$ cat config.mk
export PLATFORM = sky130hd
export DESIGN_NAME = step_dir_monitor_flat
export DESIGN_NICKNAME = d
export VERILOG_FILES = /design/src/rtl/step_dir_monitor_if.sv /design/src/rtl/step_dir_monitor.sv /design/src/flat_wrapper.sv
export SDC_FILE = /design/constraint.sdc
export NUM_CORES = 1
export LEC_CHECK = 0
export ABC_AREA = 1
export CAP_MARGIN = 40
export CORE_MARGIN = 2
export CORE_UTILIZATION = 51
export DETAILED_ROUTE_END_ITERATION = 8
export PLACE_DENSITY = 0.78
export SYNTH_ARGS = -nofsm -noshare
export SYNTH_HDL_FRONTEND = slang
export SYNTH_SLANG_ARGS = --single-unit
$ cat constraint.sdc
create_clock -name clk -period 3.6 [get_ports clk]
set_clock_uncertainty 0.1 [all_clocks]
set_input_delay 0.72 -clock clk [delete_from_list [all_inputs] [get_ports clk]]
set_output_delay 0.72 -clock clk [all_outputs]
set_load 0.05 [all_outputs]
$ cat src/rtl/step_dir_monitor_if.sv
// Step/dir/enable monitor bus: raw driver pins and control strobes in,
// reconstructed position, period and error flags out.
interface step_dir_monitor_if #(
    parameter int POS_WIDTH    = 32,
    parameter int PERIOD_WIDTH = 24
);
    logic                    step_in;
    logic                    dir_in;
    logic                    enable_in;
    logic                    pos_load;
    logic [POS_WIDTH-1:0]    pos_load_value;
    logic                    clear;
    logic                    err_clear;
    logic [POS_WIDTH-1:0]    position;
    logic                    step_strobe;
    logic [PERIOD_WIDTH-1:0] period;
    logic                    period_valid;
    logic                    err_setup;
    logic                    err_pulse;
    logic                    err_disabled;

    modport master (
        output step_in, dir_in, enable_in, pos_load, pos_load_value, clear, err_clear,
        input  position, step_strobe, period, period_valid, err_setup, err_pulse, err_disabled
    );

    modport slave (
        input  step_in, dir_in, enable_in, pos_load, pos_load_value, clear, err_clear,
        output position, step_strobe, period, period_valid, err_setup, err_pulse, err_disabled
    );
endinterface

$ cat src/rtl/step_dir_monitor.sv
// Step/dir/enable receiver: synchronizes the raw pins, tracks signed position,
// measures step period and flags dir-setup, pulse-width and disabled-step violations.
module step_dir_monitor #(
    parameter int POS_WIDTH        = 32,
    parameter int PERIOD_WIDTH     = 24,
    parameter int SYNC_STAGES      = 2,
    parameter int DIR_SETUP_CYCLES = 10,
    parameter int MIN_PULSE_CYCLES = 50
) (
    input logic               clk,
    input logic               rst,
    step_dir_monitor_if.slave bus
);
    localparam int ARM_W = $clog2(SYNC_STAGES + 1);
    localparam int DIR_W = $clog2(DIR_SETUP_CYCLES + 1);
    localparam int HI_W  = $clog2(MIN_PULSE_CYCLES + 1);

    typedef enum logic [1:0] {S_ARM, S_LOW, S_HIGH} state_t;

    state_t                  state, state_next;
    logic [SYNC_STAGES-1:0]  step_sync, dir_sync, en_sync;
    logic                    s_step, s_dir, s_en;
    logic [ARM_W-1:0]        arm_cnt;
    logic                    arm_done;
    logic                    dir_prev;
    logic [DIR_W-1:0]        dir_cnt;
    logic [HI_W-1:0]         hi_cnt;
    logic [PERIOD_WIDTH-1:0] per_cnt;
    logic                    first_seen;
    logic [POS_WIDTH-1:0]    position_q;
    logic                    strobe_q;
    logic [PERIOD_WIDTH-1:0] period_q;
    logic                    period_valid_q;
    logic                    err_setup_q, err_pulse_q, err_disabled_q;

    logic                    step_event, pulse_end, dir_change, setup_bad;
    logic                    count_apply;
    logic [POS_WIDTH-1:0]    step_delta;

    assign s_step   = step_sync[SYNC_STAGES-1];
    assign s_dir    = dir_sync[SYNC_STAGES-1];
    assign s_en     = en_sync[SYNC_STAGES-1];
    // The chain comes out of reset at 0, so arming waits until it holds real
    // samples; otherwise a step held high through reset would look like an edge.
    assign arm_done = (arm_cnt == ARM_W'(SYNC_STAGES));

    always_comb begin
        state_next  = state;
        step_event  = 1'b0;
        pulse_end   = 1'b0;
        case (state)
            S_ARM:   if (arm_done && !s_step) state_next = S_LOW;
            S_LOW:   if (s_step) begin
                         state_next = S_HIGH;
                         step_event = 1'b1;
                     end
            S_HIGH:  if (!s_step) begin
                         state_next = S_LOW;
                         pulse_end  = 1'b1;
                     end
            default: state_next = S_ARM;
        endcase
        dir_change  = (s_dir != dir_prev);
        setup_bad   = dir_change || (dir_cnt < DIR_W'(DIR_SETUP_CYCLES));
        count_apply = step_event && !s_en && !bus.pos_load && !bus.clear;
        step_delta  = s_dir ? POS_WIDTH'(1) : '1;
    end

    always_ff @(posedge clk or posedge rst) begin
        if (rst) begin
            state          <= S_ARM;
            step_sync      <= '0;
            dir_sync       <= '0;
            en_sync        <= '1;
            arm_cnt        <= '0;
            dir_prev       <= 1'b0;
            dir_cnt        <= '0;
            hi_cnt         <= '0;
            per_cnt        <= '0;
            first_seen     <= 1'b0;
            position_q     <= '0;
            strobe_q       <= 1'b0;
            period_q       <= '0;
            period_valid_q <= 1'b0;
            err_setup_q    <= 1'b0;
            err_pulse_q    <= 1'b0;
            err_disabled_q <= 1'b0;
        end else begin
            state     <= state_next;
            step_sync <= {step_sync[SYNC_STAGES-2:0], bus.step_in};
            dir_sync  <= {dir_sync[SYNC_STAGES-2:0], bus.dir_in};
            en_sync   <= {en_sync[SYNC_STAGES-2:0], bus.enable_in};
            if (!arm_done) arm_cnt <= arm_cnt + ARM_W'(1);

            dir_prev <= s_dir;
            if (dir_change)
                dir_cnt <= '0;
            else if (dir_cnt != DIR_W'(DIR_SETUP_CYCLES))
                dir_cnt <= dir_cnt + DIR_W'(1);

            if (step_event)
                hi_cnt <= HI_W'(1);
            else if (state == S_HIGH && hi_cnt != HI_W'(MIN_PULSE_CYCLES))
                hi_cnt <= hi_cnt + HI_W'(1);

            if (bus.pos_load)
                position_q <= bus.pos_load_value;
            else if (bus.clear)
                position_q <= '0;
            else if (count_apply)
                position_q <= position_q + step_delta;
            strobe_q <= count_apply;

            if (bus.clear) begin
                per_cnt        <= '0;
                first_seen     <= 1'b0;
                period_valid_q <= 1'b0;
            end else if (count_apply) begin
                per_cnt    <= PERIOD_WIDTH'(1);
                period_q   <= per_cnt;
                first_seen <= 1'b1;
                if (first_seen) period_valid_q <= 1'b1;
            end else if (per_cnt != '1) begin
                per_cnt <= per_cnt + PERIOD_WIDTH'(1);
            end

            err_setup_q    <= (step_event && setup_bad) || (err_setup_q && !bus.err_clear);
            err_pulse_q    <= (pulse_end && hi_cnt < HI_W'(MIN_PULSE_CYCLES))
                              || (err_pulse_q && !bus.err_clear);
            err_disabled_q <= (step_event && s_en) || (err_disabled_q && !bus.err_clear);
        end
    end

    assign bus.position     = position_q;
    assign bus.step_strobe  = strobe_q;
    assign bus.period       = period_q;
    assign bus.period_valid = period_valid_q;
    assign bus.err_setup    = err_setup_q;
    assign bus.err_pulse    = err_pulse_q;
    assign bus.err_disabled = err_disabled_q;
endmodule

$ cat src/flat_wrapper.sv
// flat-port wrapper written by rule: the top's interface ports become plain ports
module step_dir_monitor_flat 
#(
    parameter int POS_WIDTH        = 32,
    parameter int PERIOD_WIDTH     = 24,
    parameter int SYNC_STAGES      = 2,
    parameter int DIR_SETUP_CYCLES = 10,
    parameter int MIN_PULSE_CYCLES = 50
)
  (clk, rst, bus_step_in, bus_dir_in, bus_enable_in, bus_pos_load, bus_pos_load_value, bus_clear, bus_err_clear, bus_position, bus_step_strobe, bus_period, bus_period_valid, bus_err_setup, bus_err_pulse, bus_err_disabled);
  step_dir_monitor_if #(.POS_WIDTH(POS_WIDTH), .PERIOD_WIDTH(PERIOD_WIDTH)) bus_i ();
  input logic clk;
  input logic rst;
  input wire logic [$bits(bus_i.step_in)-1:0] bus_step_in;
  input wire logic [$bits(bus_i.dir_in)-1:0] bus_dir_in;
  input wire logic [$bits(bus_i.enable_in)-1:0] bus_enable_in;
  input wire logic [$bits(bus_i.pos_load)-1:0] bus_pos_load;
  input wire logic [$bits(bus_i.pos_load_value)-1:0] bus_pos_load_value;
  input wire logic [$bits(bus_i.clear)-1:0] bus_clear;
  input wire logic [$bits(bus_i.err_clear)-1:0] bus_err_clear;
  output wire logic [$bits(bus_i.position)-1:0] bus_position;
  output wire logic [$bits(bus_i.step_strobe)-1:0] bus_step_strobe;
  output wire logic [$bits(bus_i.period)-1:0] bus_period;
  output wire logic [$bits(bus_i.period_valid)-1:0] bus_period_valid;
  output wire logic [$bits(bus_i.err_setup)-1:0] bus_err_setup;
  output wire logic [$bits(bus_i.err_pulse)-1:0] bus_err_pulse;
  output wire logic [$bits(bus_i.err_disabled)-1:0] bus_err_disabled;
  assign bus_i.step_in = bus_step_in;
  assign bus_i.dir_in = bus_dir_in;
  assign bus_i.enable_in = bus_enable_in;
  assign bus_i.pos_load = bus_pos_load;
  assign bus_i.pos_load_value = bus_pos_load_value;
  assign bus_i.clear = bus_clear;
  assign bus_i.err_clear = bus_err_clear;
  assign bus_position = bus_i.position;
  assign bus_step_strobe = bus_i.step_strobe;
  assign bus_period = bus_i.period;
  assign bus_period_valid = bus_i.period_valid;
  assign bus_err_setup = bus_i.err_setup;
  assign bus_err_pulse = bus_i.err_pulse;
  assign bus_err_disabled = bus_i.err_disabled;
  step_dir_monitor #(.POS_WIDTH(POS_WIDTH), .PERIOD_WIDTH(PERIOD_WIDTH), .SYNC_STAGES(SYNC_STAGES), .DIR_SETUP_CYCLES(DIR_SETUP_CYCLES), .MIN_PULSE_CYCLES(MIN_PULSE_CYCLES)) u_core (.clk(clk), .rst(rst), .bus(bus_i));
endmodule
After elaboration in Yosys (flattened, before gate mapping). Index checks and enable logic that the tools add are counted.

Word-level logic and storage cells: 89. Input port bits: 40. Bits in registers: 107. Output and inout bits: 61.

Bitwise gates (word level): 1. Magnitude comparators: 2. Equality and inequality tests: 10. $add $sub $neg: 5. Multiplexer cells: 24. Reduce and logical (&&, ||, !) cells: 30.

Operators by type and width (count): $mux W32 (4); $mux W24 (3); $add A32 B32 Y32 (1); $add A24 B1 Y24 const B (1); $ne A24 B24 Y1 const B (1); $mux W6 (2); $logic_and A1 B1 Y1 (11); $mux W1 (9); $mux W4 (2); $reduce_bool A2 Y1 (4); $add A6 B1 Y6 const B (1); $lt A6 B6 Y1 const B (1); $mux W2 (3); $ne A6 B6 Y1 const B (1); $pmux W2 S3 (1); $reduce_bool A3 Y1 (2); $logic_not A1 Y1 (5); $add A4 B1 Y4 const B (1); $eq A2 B2 Y1 const B (2); $logic_or A1 B1 Y1 (4); $lt A4 B4 Y1 const B (1); $ne A2 B1 Y1 const B (2); $ne A4 B4 Y1 const B (1); $reduce_and A2 Y1 (2); other kinds (7) (7).

Depth between registers and ports, before layout. Gate-level depths: netlist of the first run.

Depth in word-level cells: 8. Gate-level depth with buffers: 15. Mapped depth without buffers: 15.

Worst setup path before layout of the first run. OpenSTA, ideal clock, no wires.

Path kind: register to register. From: register u_core.dir_sync[1]. To: register u_core.position_q[13] (netlist: u_core.bus.position[13]). Stages on the path, launching flop included: 12. Setup slack: 1.153 ns. Arrival time: 2.225 ns. Clock period less this slack: 2.447 ns. Path buffers: 0. Setup time: 0.122 ns. Data required time: 3.378 ns. Cells stage by stage: dfrtp_1 -> inv_1 -> ha_1 -> nand2_1 -> inv_1 -> nand2_1 -> nand2_1 -> a21oi_1 -> nand2_1 -> or2_2 -> nand3_1 -> a21oi_1.

Longest elaborated chain between the ends: 5.

Ends and longest elaborated chain: from (decl) (RTL line step_dir_monitor.sv:21) `logic [SYNC_STAGES-1:0] step_sync, dir_sync, en_sync;`; from (signal assigned) (RTL line step_dir_monitor.sv:91) `dir_sync <= {dir_sync[SYNC_STAGES-2:0], bus.dir_in};`; $mux W32 (RTL line step_dir_monitor.sv:66) `step_delta = s_dir ? POS_WIDTH'(1) : '1;`; $add A32 B32 Y32 (RTL line step_dir_monitor.sv:111) `position_q <= position_q + step_delta;`; $mux W32 (RTL line step_dir_monitor.sv:110) `else if (count_apply)`; $mux W32 (RTL line step_dir_monitor.sv:108) `else if (bus.clear)`; $mux W32 (RTL line step_dir_monitor.sv:106) `if (bus.pos_load)`; to (signal assigned) (RTL line step_dir_monitor.sv:107) `position_q <= bus.pos_load_value;`; to (signal assigned) (RTL line step_dir_monitor.sv:111); to (decl) (RTL line step_dir_monitor.sv:30) `logic [POS_WIDTH-1:0] position_q;`.

Every way passes these cells. The select of a mux whose other input is x is not followed. A chain may end at the register's enable or synchronous reset.

Worst setup path in the final report of the first run.
From: register u_core.dir_sync[1]. To: register u_core.position_q[22] (netlist: u_core.bus.position[22]).

The elaborated chain is that of the path after synthesis.

==> results_dict.tcl, run 1 <==
set metrics [dict create \
    syn_avg_cell_area_sq_um 6.82 \
    grt_max_degree 45 \
    critPathKind "flip-flop to flip-flop" \
    cts_made_buffers 9 \
    synth-warning-count 0 \
    numClockSinks 107 \
    sw_frac_of_total 0.382 \
    fin_crit_sh 0.729 \
    gp_congestion 0.994 \
    setup_viol 0 \
    cts_tree "yes" \
    ys_ff_latch 107 \
    drcViolationCount 0 \
    p_leak_nw 4.48 \
    dp_slack_ns 0.724 \
    min-delay-start "u_core.step_sync[0]" \
    antenna_found_initial 0 \
    wl_per_cell_um 14.2 \
    holdBufCountCts 0 \
    io_buffer_count 100 \
    start_util 0.524 \
    drtPass1Iterations 5 \
    die_x_um 124 \
    power_frac_comb 0.348 \
    syn_inst 1070 \
    clk_latency_ns 0.36 \
    clockPowerShare 0.291 \
    synth-edff-count 0 \
    worst_pin_slew_ns 0.738 \
    synth_area_sq_um 7300 \
    internal-power_w 0.00238 \
    die-area_sq_um 15300 \
    crit_family "simple AND/OR/NAND/NOR gates" \
    min_path_cells 0 \
    hold_end "u_core.step_sync[1]" \
    crit_top_cell "nand2_1" \
    synth_top_area_frac 0.360 \
    slowest_delay_ns 0.50 \
    grt_pass1_vias 6677 \
    reg2reg_slack_ns 0.98 \
    postCtsSetupBuffers 0 \
    initialDrtViolationCount 543 \
    async_flop_share 1.00 \
    top_usage_layer "met2" \
    hp-class "flip-flop to flip-flop" \
    synth_area_leaders "dfrtp_1 (36%), nand2_1 (16%), inv_1 (8.8%), a21oi_1 (6.4%), ha_1 (6.2%)" \
    synth_nets 1147 \
    maxSlewViolCount 0 \
    end_kind "flip-flop" \
    clockBufferDepth 2 \
    synth_top_cell_by_area "dfrtp_1" \
    timing.fmax_mhz 381 \
    num_vias 7154 \
    pwr-share-seq 0.361 \
    chipHeight_um 124 \
    finalNetCount 1246 \
    power_w 0.00384 \
    hpwl_um 14400 \
    hold_viol 0 \
    peakVddDrop_uv 253 \
    path_buf_inv 2 \
    via_per_inst 5.28 \
    ant_nets 0 \
    cts_root_buffer "clkbuf_16" \
    r2r_cells 14 \
    synth_flop_cell "dfrtp_1" \
    row_count 43 \
    grt_use_met3 0.0307 \
    ctsResizeCount 0 \
    htree_levels 3 \
    cp.required_ns 3.79 \
    core_sq_um 13900 \
    gr-total-overflow 0 \
    period_needed_ns 2.62 \
    worstSetupStartpointType "flip-flop" \
    yosysUniqueCellTypes 47 \
    area_delta_synth_final_pct 21.5 \
    crit_slowest_cell "fa_1" \
    r2r-end "u_core.bus.position[22]" \
    ys_seq_area_frac 0.367 \
    tns_ns 0 \
    status "complete, no violations" \
    grt_pass1_wl_um 31800 \
    path_cells "inv_1 > buf_4 > fa_1 > nand3_1 > nand3_1 > nand2_1 > nand2_1 > nand2_1 > nand2_1 > nand2_1 > nand2_1 > nand2_1 > nand3_1 > a21oi_1" \
    worst_slack_ns 0.975 \
    track_usage 0.263 \
    grt_use_met1 0.367 \
    final_layout_size_suffix_gt1_frac 0.0511 \
    p_per_area_nw_per_um2 433 \
    critPathMaxFanout 31 \
    rsz0062_at_grt "false" \
    maxCapViolations 0 \
    grt_use_met2 0.428 \
    io_pins 101 \
    path_clk_slew_ns 0.07 \
    power_switching_w 0.00147 \
    totalWireLength_um 19300 \
    max-slew-margin-rel 0.507 \
    rr_startpoint "u_core.dir_sync[1]" \
    num_antenna_cells 0 \
    arrival_ns 2.81 \
]
-- metal layers --
layer / wire length, um / part of all wire
met4: 360 / 0.019
met2: 8690 / 0.45
met5: 0 / 0
met3: 1170 / 0.061
met1: 9050 / 0.47
-- worst max-delay path by stage --
stage | startpoint | to | slack, ns | cells past startpoint
after floorplan | u_core.dir_sync[1] | u_core.bus.position[13] | 1.15 | 11
after global placement | bus_clear | u_core.bus.position[27] | 0.79 | 8
after detailed placement | bus_pos_load | u_core.bus.position[19] | 0.72 | 8
after CTS | u_core.bus.position[0] | bus_position[0] | 1.01 | 1
after global routing | u_core.dir_sync[1] | u_core.bus.position[22] | 0.72 | 14
final | u_core.dir_sync[1] | u_core.bus.position[22] | 0.98 | 14
-- Yosys cell counts, types with 5 or more instances --
library cell	number
nor4_1	5
inv_1	172
a22oi_1	5
nor2_1	92
or2_2	6
buf_2	9
o21ai_0	46
nand4_1	14
nand3_1	71
o21ai_1	21
nand2_1	318
nor3_1	10
a21oi_1	93
clkbuf_1	10
ha_1	36
a31oi_1	5
dfrtp_1	105
inv_2	5
-- cells by family after synthesis --
group | synth area share
flip-flops | 0.367
buffers and inverters | 0.106
AO/OA/AOI/OAI | 0.135
XOR/XNOR | 0.00720
adder cells (fa/ha/maj) | 0.0644
AND/OR/NAND/NOR | 0.321
-- sequential cells by signal, summed over array words and instances (netlist names) --
| register | flops |
|---|---|
| u_core.state | 2 |
| u_core.hi_cnt | 6 |
| u_core.step_sync | 2 |
| u_core.bus.period_valid | 1 |
| u_core.bus.period | 24 |
| u_core.bus.err_disabled | 1 |
| u_core.bus.err_setup | 1 |
| u_core.bus.step_strobe | 1 |
| u_core.dir_sync | 2 |
| u_core.bus.position | 32 |
| u_core.dir_prev | 1 |
| u_core.per_cnt | 24 |
| u_core.bus.err_pulse | 1 |
| u_core.first_seen | 1 |
| u_core.arm_cnt | 2 |
| u_core.dir_cnt | 4 |
| u_core.en_sync | 2 |
-- metrics by stage --
stage	instance area [sq um]	cells	utilization	hold slack (ns)
after detailed placement	8540	1338	0.613	0.236
after floorplan	7310	1070	-	0.231
final	8870	1354	0.637	0.252
after CTS	8870	1354	0.637	0.253
after global placement	8540	1338	0.613	0.234
after global routing	8870	1354	0.637	0.261
-- power groups by stage --
stage / clock network [W] / registers, W / logic, W
after CTS: 0.00113 / 0.00139 / 0.00133
after detailed placement: 0 / 0.00141 / 0.00132
final: 0.00112 / 0.00139 / 0.00133
after floorplan: 0 / 0.00162 / 0.000712
after global placement: 0 / 0.00141 / 0.00130
after global routing: 0.00118 / 0.00140 / 0.00149
-- placed cells by master, fill, tap and decap left out, drive strengths merged, types with 2 or more instances in the layout --
master / Yosys / layout
inv: 177 / 178
nand4: 16 / 16
buf: 12 / 10
nand3b: 4 / 4
nand3: 74 / 74
xor2: 2 / 2
bufinv: 0 / 2
a21oi: 93 / 93
a41oi: 2 / 2
a22oi: 6 / 6
dfrtp: 105 / 105
or2: 6 / 6
xnor2: 4 / 4
dfstp: 2 / 2
a31oi: 5 / 5
clkdlybuf4s50: 0 / 100
clkinv: 0 / 2
clkbuf: 10 / 10
ha: 36 / 36
a21o: 2 / 2
nand2: 320 / 320
nor4: 6 / 6
o21ai: 67 / 67
nor3: 14 / 14
nor2: 97 / 97
-- worst reg2reg max path, delay by kind of cell (launching register included) --
kind | cells | cell delay, ns
flip-flops | 1 | 0.42
adder cells (fa/ha/maj) | 1 | 0.51
AND/OR/NAND/NOR | 10 | 1.07
AO/OA/AOI/OAI | 1 | 0.13
buffers and inverters | 2 | 0.31
-- area by class of cell --
type / count / area (sq um)
flip-flops and latches: 107 / 2680
well taps: 180 / 225
inverters: 177 / 668
repair buffers: 110 / 1110
fillers: 1235 / 5060
clock buffers: 10 / 229
clock inverters: 6 / 108
multi-input cells: 764 / 3850
No activity file was read; power rests on OpenSTA's default activity.
==> inputs of run 2 (changes only) <==
==> constraint.sdc (replaced) <==
create_clock -name clk -period 2.3 [get_ports clk]
set_clock_uncertainty 0.1 [all_clocks]
set_input_delay 0.46 -clock clk [delete_from_list [all_inputs] [get_ports clk]]
set_output_delay 0.46 -clock clk [all_outputs]
set_load 0.05 [all_outputs]
==> run 2 against run 1 <==
  * The flow now finishes with violations (setup timing)
  * Clock-buffer cell count down 1
  * Hold slack better by 0.0021 ns
  * Worst setup slack worse by 1.1 ns
  * Total power up 60%
  * Register-to-register slack worse by 1.1 ns
  * Critical path type unchanged
  * Highest routed layer unchanged
==> results_dict.tcl, run 2 (synthesized netlist as in run 1, its figures left out) <==
set metrics [dict create \
    ant_nets 0 \
    p_per_area_nw_per_um2 651 \
    worst_slack_ns -0.0776 \
    row_count 43 \
    setup_viol 12 \
    clockBufferDepth 2 \
    totalWireLength_um 20600 \
    htree_levels 3 \
    peakVddDrop_uv 515 \
    fin_crit_sh 1.03 \
    max-slew-margin-rel 0.624 \
    io_buffer_count 100 \
    hpwl_um 15300 \
    arrival_ns 2.52 \
    min_path_cells 0 \
    grt_pass1_wl_um 32900 \
    final_layout_size_suffix_gt1_frac 0.122 \
    die-area_sq_um 15300 \
    clk_latency_ns 0.36 \
    via_per_inst 5.38 \
    p_leak_nw 4.71 \
    timing.fmax_mhz 421 \
    core_sq_um 13900 \
    final_cell_mix "nand2_1 (306), inv_1 (170), dfrtp_1 (105), clkdlybuf4s50_1 (99), a21oi_1 (90)" \
    final_common_cell "nand2_1" \
    grt_pass1_vias 6753 \
    finalNetCount 1289 \
    postCtsSetupBuffers 0 \
    period_needed_ns 2.38 \
    area_delta_synth_final_pct 29.3 \
    status "finished with violations" \
    drtPass1Iterations 5 \
    holdBufCountCts 0 \
    critPathMaxFanout 19 \
    worstSetupStartpointType "flip-flop" \
    hold_viol 0 \
    cts_tree "yes" \
    path_clk_slew_ns 0.08 \
    gp_congestion 0.968 \
    initialDrtViolationCount 652 \
    numClockSinks 107 \
    place_inst 1381 \
    hp-class "flip-flop to flip-flop" \
    end_kind "flip-flop" \
    cp.required_ns 2.44 \
    drcViolationCount 0 \
    n_fill_cell 1223 \
    wl_per_cell_um 14.7 \
    worst_pin_slew_ns 0.565 \
    worst_hold_slack_ns 0.254 \
    r2r_cells 12 \
    num_antenna_cells 0 \
    critPathKind "flip-flop to flip-flop" \
    start_util 0.524 \
    maxSlewViolCount 0 \
    num_vias 7509 \
    cts_root_buffer "clkbuf_16" \
    die_x_um 124 \
    instances_no_fill 1397 \
    chipHeight_um 124 \
    grt_max_degree 108 \
    violations "setup timing" \
    rsz0062_at_grt "true" \
    cts_made_buffers 9 \
    antenna_found_initial 0 \
    maxCapViolations 0 \
    largest_reg_flops 32 \
    gr-total-overflow 0 \
    io_pins 101 \
    track_usage 0.276 \
]
-- run 2: worst paths after layout --
check / startpoint / endpoint / slack, ns
hold / removal: u_core.step_sync[0] / u_core.step_sync[1] / 0.25
setup / recovery: u_core.dir_sync[1] / u_core.bus.position[26] / -0.08
hold reg to reg: u_core.step_sync[0] / u_core.step_sync[1] / 0.25
setup reg to reg: u_core.dir_sync[1] / u_core.bus.position[26] / -0.08
max in group asynchronous: rst / u_core.bus.position[23] / 1.16
min in group asynchronous: rst / u_core.bus.period[12] / 0.52
-- run 2: critical path: stages, from the launching register on --
cell and delay (ns):
dfrtp_1 0.40, clkinvlp_4 0.14, buf_12 0.19, ha_1 0.37
nand2_1 0.12, nor2_1 0.31, nand2_1 0.09, nand2_1 0.11
nand2_1 0.08, nand3_1 0.09, nand2_1 0.05, nand3_1 0.11
a21oi_1 0.08
-- run 2: layout make-up --
cell class	count	area, sq um	share of cell area
clock buffers	9	225	0.0239
clock inverters	7	60.1	0.00636
inverters	177	672	0.0712
multi-input cells	764	4120	0.436
flip-flops and latches	107	2680	0.284
well taps	180	225	0.0239
repair buffers	153	1460	0.155
-- run 2: what timing repair did --
| item | CTS | global route |
|---|---|---|
| gates cloned | 0 | 0 |
| resized for setup | 11 | 35 |
| endpoints found under the setup margin | 12 | 28 |
| pin swaps | 0 | 1 |
-- run 2: layer usage --
layer  track usage  up-vias  routed length (um)
met4        0.0866        0                 374
met1         0.392     3502                9470
met2         0.426      254                9270
met3        0.0568       29                1450
met5             0        -                   0
li1              -     3724                   -
-- run 2: stage by stage --
stage,power (W),utilization,setup TNS (ns),instance area (sq um),worst slack (ns)
after detailed placement,0.00444,0.638,-0.787,8890,-0.0666
after CTS,0.00602,0.663,-0.121,9240,-0.0442
after global routing,0.00650,0.678,-3.33,9440,-0.207
final,0.00614,0.678,-0.338,9440,-0.0776
after global placement,0.00441,0.638,-0.103,8890,-0.0332
after floorplan,0.00365,-,-0.869,7310,-0.115
-- run 2: where the power goes --
part	switching, W	leakage (nW)	internal (W)
combinational	0.00149	3.18	0.000918
clock	0.000785	0.143	0.000758
sequential	0.000157	1.39	0.00203
total	0.00244	4.71	0.00371
==> inputs of run 3 (changes only) <==
--- a/config.mk
+++ b/config.mk
@@ -6,8 +6,8 @@
 export NUM_CORES = 1
 export LEC_CHECK = 0
 export ABC_AREA = 1
+export ABC_CLOCK_PERIOD_IN_PS = 2300
 export CAP_MARGIN = 40
-export CORE_MARGIN = 2
 export CORE_UTILIZATION = 51
 export DETAILED_ROUTE_END_ITERATION = 8
 export PLACE_DENSITY = 0.78
==> run 3 against run 2 <==
  * The flow still finishes with violations (setup timing)
  * Wire length shrank 1.5%
  * Worst setup slack improved by 0.039 ns
  * Combinational power fell by 2%
  * Sequential power barely moved
  * Critical path type unchanged
  * Largest power group unchanged
==> results_dict.tcl, run 3 (synthesized netlist as in run 1, its figures left out) <==
set metrics [dict create \
    chipHeight_um 122 \
    path_buf_inv 4 \
    max-slew-margin-rel 0.587 \
    grt_pass1_wl_um 33000 \
    worst_slack_ns -0.0386 \
    power_switching_w 0.00241 \
    cts_root_buffer "clkbuf_16" \
    drtPass1Iterations 6 \
    n_fill_cell 1206 \
    final_common_cell "nand2_1" \
    maxCapViolations 0 \
    cts_tree "yes" \
    p_per_area_nw_per_um2 653 \
    period_needed_ns 2.34 \
    final_layout_size_suffix_gt1_frac 0.112 \
    hold_viol 0 \
    cp.required_ns 2.49 \
    violations "setup timing" \
    clk_latency_ns 0.37 \
    postCtsSetupBuffers 0 \
    tns_ns -0.250 \
    finalNetCount 1290 \
    final_core_util 0.668 \
    row_count 43 \
    area_delta_synth_final_pct 27.4 \
    status "finished with violations" \
    power_w 0.00607 \
    totalWireLength_um 20300 \
    dp_slack_ns -0.0589 \
    fin_crit_sh 1.02 \
    p_leak_nw 4.70 \
    cts_made_buffers 9 \
    timing.fmax_mhz 428 \
    multi_input_area_sq_um 3960 \
    worstSetupStartpointType "flip-flop" \
    clockPowerShare 0.254 \
    setup_viol 10 \
    die-area_sq_um 14800 \
    die_x_um 122 \
    gr-total-overflow 0 \
    htree_levels 3 \
    critPathKind "flip-flop to flip-flop" \
    io_pins 101 \
    start_util 0.524 \
    peakVddDrop_uv 557 \
    crit_slowest_cell "dfrtp_1" \
    hpwl_um 14900 \
    wl_per_cell_um 14.5 \
    min_path_cells 0 \
    largest_reg_flops 32 \
    worst_pin_slew_ns 0.619 \
    io_buffer_count 100 \
    crit_family "buffers and inverters" \
    path_cells "clkinvlp_4 > buf_12 > ha_1 > nand2_2 > inv_1 > nand2_1 > nand2_1 > a21oi_2 > nand2_2 > buf_4 > a21oi_1 > o21ai_0 > a21oi_1" \
    power_frac_comb 0.388 \
    maxSlewViolCount 0 \
    final_cell_mix "nand2_1 (309), inv_1 (170), dfrtp_1 (105), clkdlybuf4s50_1 (99), a21oi_1 (91)" \
    r2r_cells 13 \
    antenna_found_initial 0 \
    crit_cells 13 \
    hp-class "flip-flop to flip-flop" \
    seqCellArea_sq_um 2680 \
    end_kind "flip-flop" \
    gp_congestion 0.974 \
    via_per_inst 5.30 \
    place_inst 1382 \
    rsz0062_at_grt "true" \
    arrival_ns 2.53 \
    grt_pass1_vias 6771 \
    sw_frac_of_total 0.396 \
    ant_nets 0 \
    slowest_delay_ns 0.39 \
    num_antenna_cells 0 \
    critPathMaxFanout 29 \
    instances_no_fill 1398 \
    track_usage 0.285 \
    core_sq_um 13900 \
    numClockSinks 107 \
    clockBufferDepth 2 \
    num_vias 7409 \
    internal-power_w 0.00367 \
    initialDrtViolationCount 573 \
    holdBufCountCts 0 \
    pwr-share-seq 0.358 \
    grt_max_degree 108 \
    path_clk_slew_ns 0.07 \
    drcViolationCount 0 \
]
==> run 3: changes by cell type in the layout (fill, tap and decap cells not counted), sizes merged <==
cell	before	now
inv	179	178
clkinv	3	4
buf	53	54
==> run 3: power by group through the flow <==
stage	combinational, W	sequential [W]	clock (W)
after floorplan	0.00112	0.00253	0
after global placement	0.00223	0.00220	0
after detailed placement	0.00225	0.00221	0
after CTS	0.00228	0.00217	0.00156
after global routing	0.00258	0.00220	0.00163
final	0.00236	0.00217	0.00154
==> run 3: worst paths after layout <==
| kind | start | endpoint | slack [ns] |
|---|---|---|---|
| worst max-delay path | u_core.dir_sync[1] | u_core.bus.position[15] | -0.04 |
| worst min-delay path | u_core.en_sync[0] | u_core.en_sync[1] | 0.26 |
| worst max register to register | u_core.dir_sync[1] | u_core.bus.position[15] | -0.04 |
| worst min register to register | u_core.en_sync[0] | u_core.en_sync[1] | 0.26 |
| max in group asynchronous | rst | u_core.per_cnt[14] | 1.12 |
| min in group asynchronous | rst | u_core.bus.period[8] | 0.49 |
==> run 3: layer usage <==
layer / vias to the layer above / routed length (um) / GRT usage
li1: 3716 / - / -
met1: 3402 / 9290 / 0.400
met2: 252 / 9100 / 0.445
met3: 39 / 1330 / 0.0417
met4: 0 / 531 / 0.110
met5: - / 0 / 0
==> run 3: area by class of cell <==
cell class                 instances  share of cell area
timing repair buffer             154               0.160
inverter                         177              0.0722
multi-input combinational        764               0.425
clock inverter                     7             0.00632
sequential                       107               0.288
tap                              180              0.0242
clock buffer                       9              0.0242
==> run 3: worst reg2reg max path, cell delays in order, from the launching register on <==
cell,delay (ns)
dfrtp_1,0.39
clkinvlp_4,0.11
buf_12,0.17
ha_1,0.40
nand2_2,0.11
inv_1,0.06
nand2_1,0.06
nand2_1,0.08
a21oi_2,0.15
nand2_2,0.13
buf_4,0.16
a21oi_1,0.11
o21ai_0,0.10
a21oi_1,0.13
==> run 3: repair_timing <==
action,in CTS,in global routing
pin swaps,0,0
setup endpoints to repair,8,28
cloned,0,0
gates resized for setup,5,27
==> run 3: through the flow <==
stage                     area, sq um  hold slack [ns]
after floorplan                  7310            0.231
after global placement           8910            0.236
after detailed placement         8910            0.243
after CTS                        9210            0.260
after global routing             9300            0.265
final                            9300            0.258
==> RTL edit (settings of run 1) <==
Encoding of `state_t`: now one-hot (3 bits for 3 states).
--- a/src/rtl/step_dir_monitor.sv
+++ b/src/rtl/step_dir_monitor.sv
@@ -15,7 +15,7 @@
     localparam int DIR_W = $clog2(DIR_SETUP_CYCLES + 1);
     localparam int HI_W  = $clog2(MIN_PULSE_CYCLES + 1);
 
-    typedef enum logic [1:0] {S_ARM, S_LOW, S_HIGH} state_t;
+    typedef enum logic [2:0] {S_ARM = 3'b001, S_LOW = 3'b010, S_HIGH = 3'b100} state_t;
 
     state_t                  state, state_next;
     logic [SYNC_STAGES-1:0]  step_sync, dir_sync, en_sync;
Function: same outputs for any inputs over 4 cycles, from zero or initial values and one cycle with rst high; so few cycles prove little.
==> RTL edit against run 1 <==
- count of clock-buffer cells in the layout unchanged
- area after synthesis up 1.1%
- clock power down 12%
- highest routed layer unchanged
- setup slack worse by 0.29 ns
- power up 0.18%
- sequential cell count up 1
- routed wire length down 1.2%
- final area up 0.21%
- cell count up 0.37%
==> RTL edit: results (changes against run 1) <==
* Outcome: finished clean
* Slowest cell on the critical path: inv_1
* Power Clock at 0.983 mW (-12%)
* Post-synthesis cell type count at 53 (+13%)
* Met2 wire length at 9120 µm (+4.9%)
* Final Worst Setup Slack at 0.688 ns (-0.287 ns)
* Mapped Nets at 1152 (+0.44%)
* Number of global-route vias before repair at 6919 (+3.6%)
* Share of cells above drive strength 1 at 0.0653 (+0.0142)
* DP Area at 8610 µm² (+0.81%)
* CP delay by family, top: buffers and inverters
* Non-Filler Instances at 1359 (+0.37%)
* DR WL met3 at 833 µm (-29%)
* Worst EP arrival at 3.06 ns (+0.25 ns)
* Global-route wire length before repair at 32400 µm (+2.0%)
* Flop pwr share at 0.369 (+0.008)
* M1 GR Usage at 0.332 (-0.0351)
* Leak pwr at 4.47 nW (-0.29%)
* Peak supply drop at 0.324 mV (+28%)
* Final HPWL DP at 14600 µm (+1.2%)
* Gp weighted congestion at 0.928 (-6.7%)
* Worst-case hold slack at 0.252 ns (-0.0000530 ns)
* Largest net degree at the start of global routing at 55 (+22%)
* DR iter-0 viols at 403 (-26%)
* Mean routed wirelength per cell at 14.0 µm (-1.6%)
* FILL cells at 1322 (+7.0%)
* Worst-Margin Slew at 0.744 ns (+0.00653 ns)
* Grt met2 use at 0.431 (+0.00317)
* GR Util met3 at 0.0309 (+0.000250)
* Clock Power Share at 0.256 (-0.035)
* Top post-synthesis cells by area: dfrtp_1, nand2_1, inv_1
* GR Util All Layers at 0.253 (-0.0101)
-- RTL edit: cell types whose count changed in the layout (fill, tap and decap cells not counted), moves of 4 or more --
cell     before  now
nor3_1       10   15
or2_2         6    2
a21oi_1      93   99
nand3_1      71   64
nand4_1      14    9
inv_2         5   13
inv_1       171  163
nand2_4       0    4
-- RTL edit: cell type report --
class                   count  share of cell area
flip-flops and latches    108               0.304
multi-input cells         768               0.440
inverters                 180              0.0770
repair buffers            107               0.121
clock inverters             6             0.00647
clock buffers              10              0.0257
well taps                 180              0.0253
-- RTL edit: cells by family (layout without fill, tap and decap cells) --
family / count (synthesis) / in the layout / share of synthesized area
AND/OR/NAND/NOR: 536 / 536 / 0.322
flip-flops: 108 / 108 / 0.366
XOR/XNOR: 5 / 5 / 0.00593
adder cells (fa/ha/maj): 37 / 37 / 0.0637
AO/OA/AOI/OAI: 190 / 190 / 0.138
buffers and inverters: 199 / 303 / 0.104
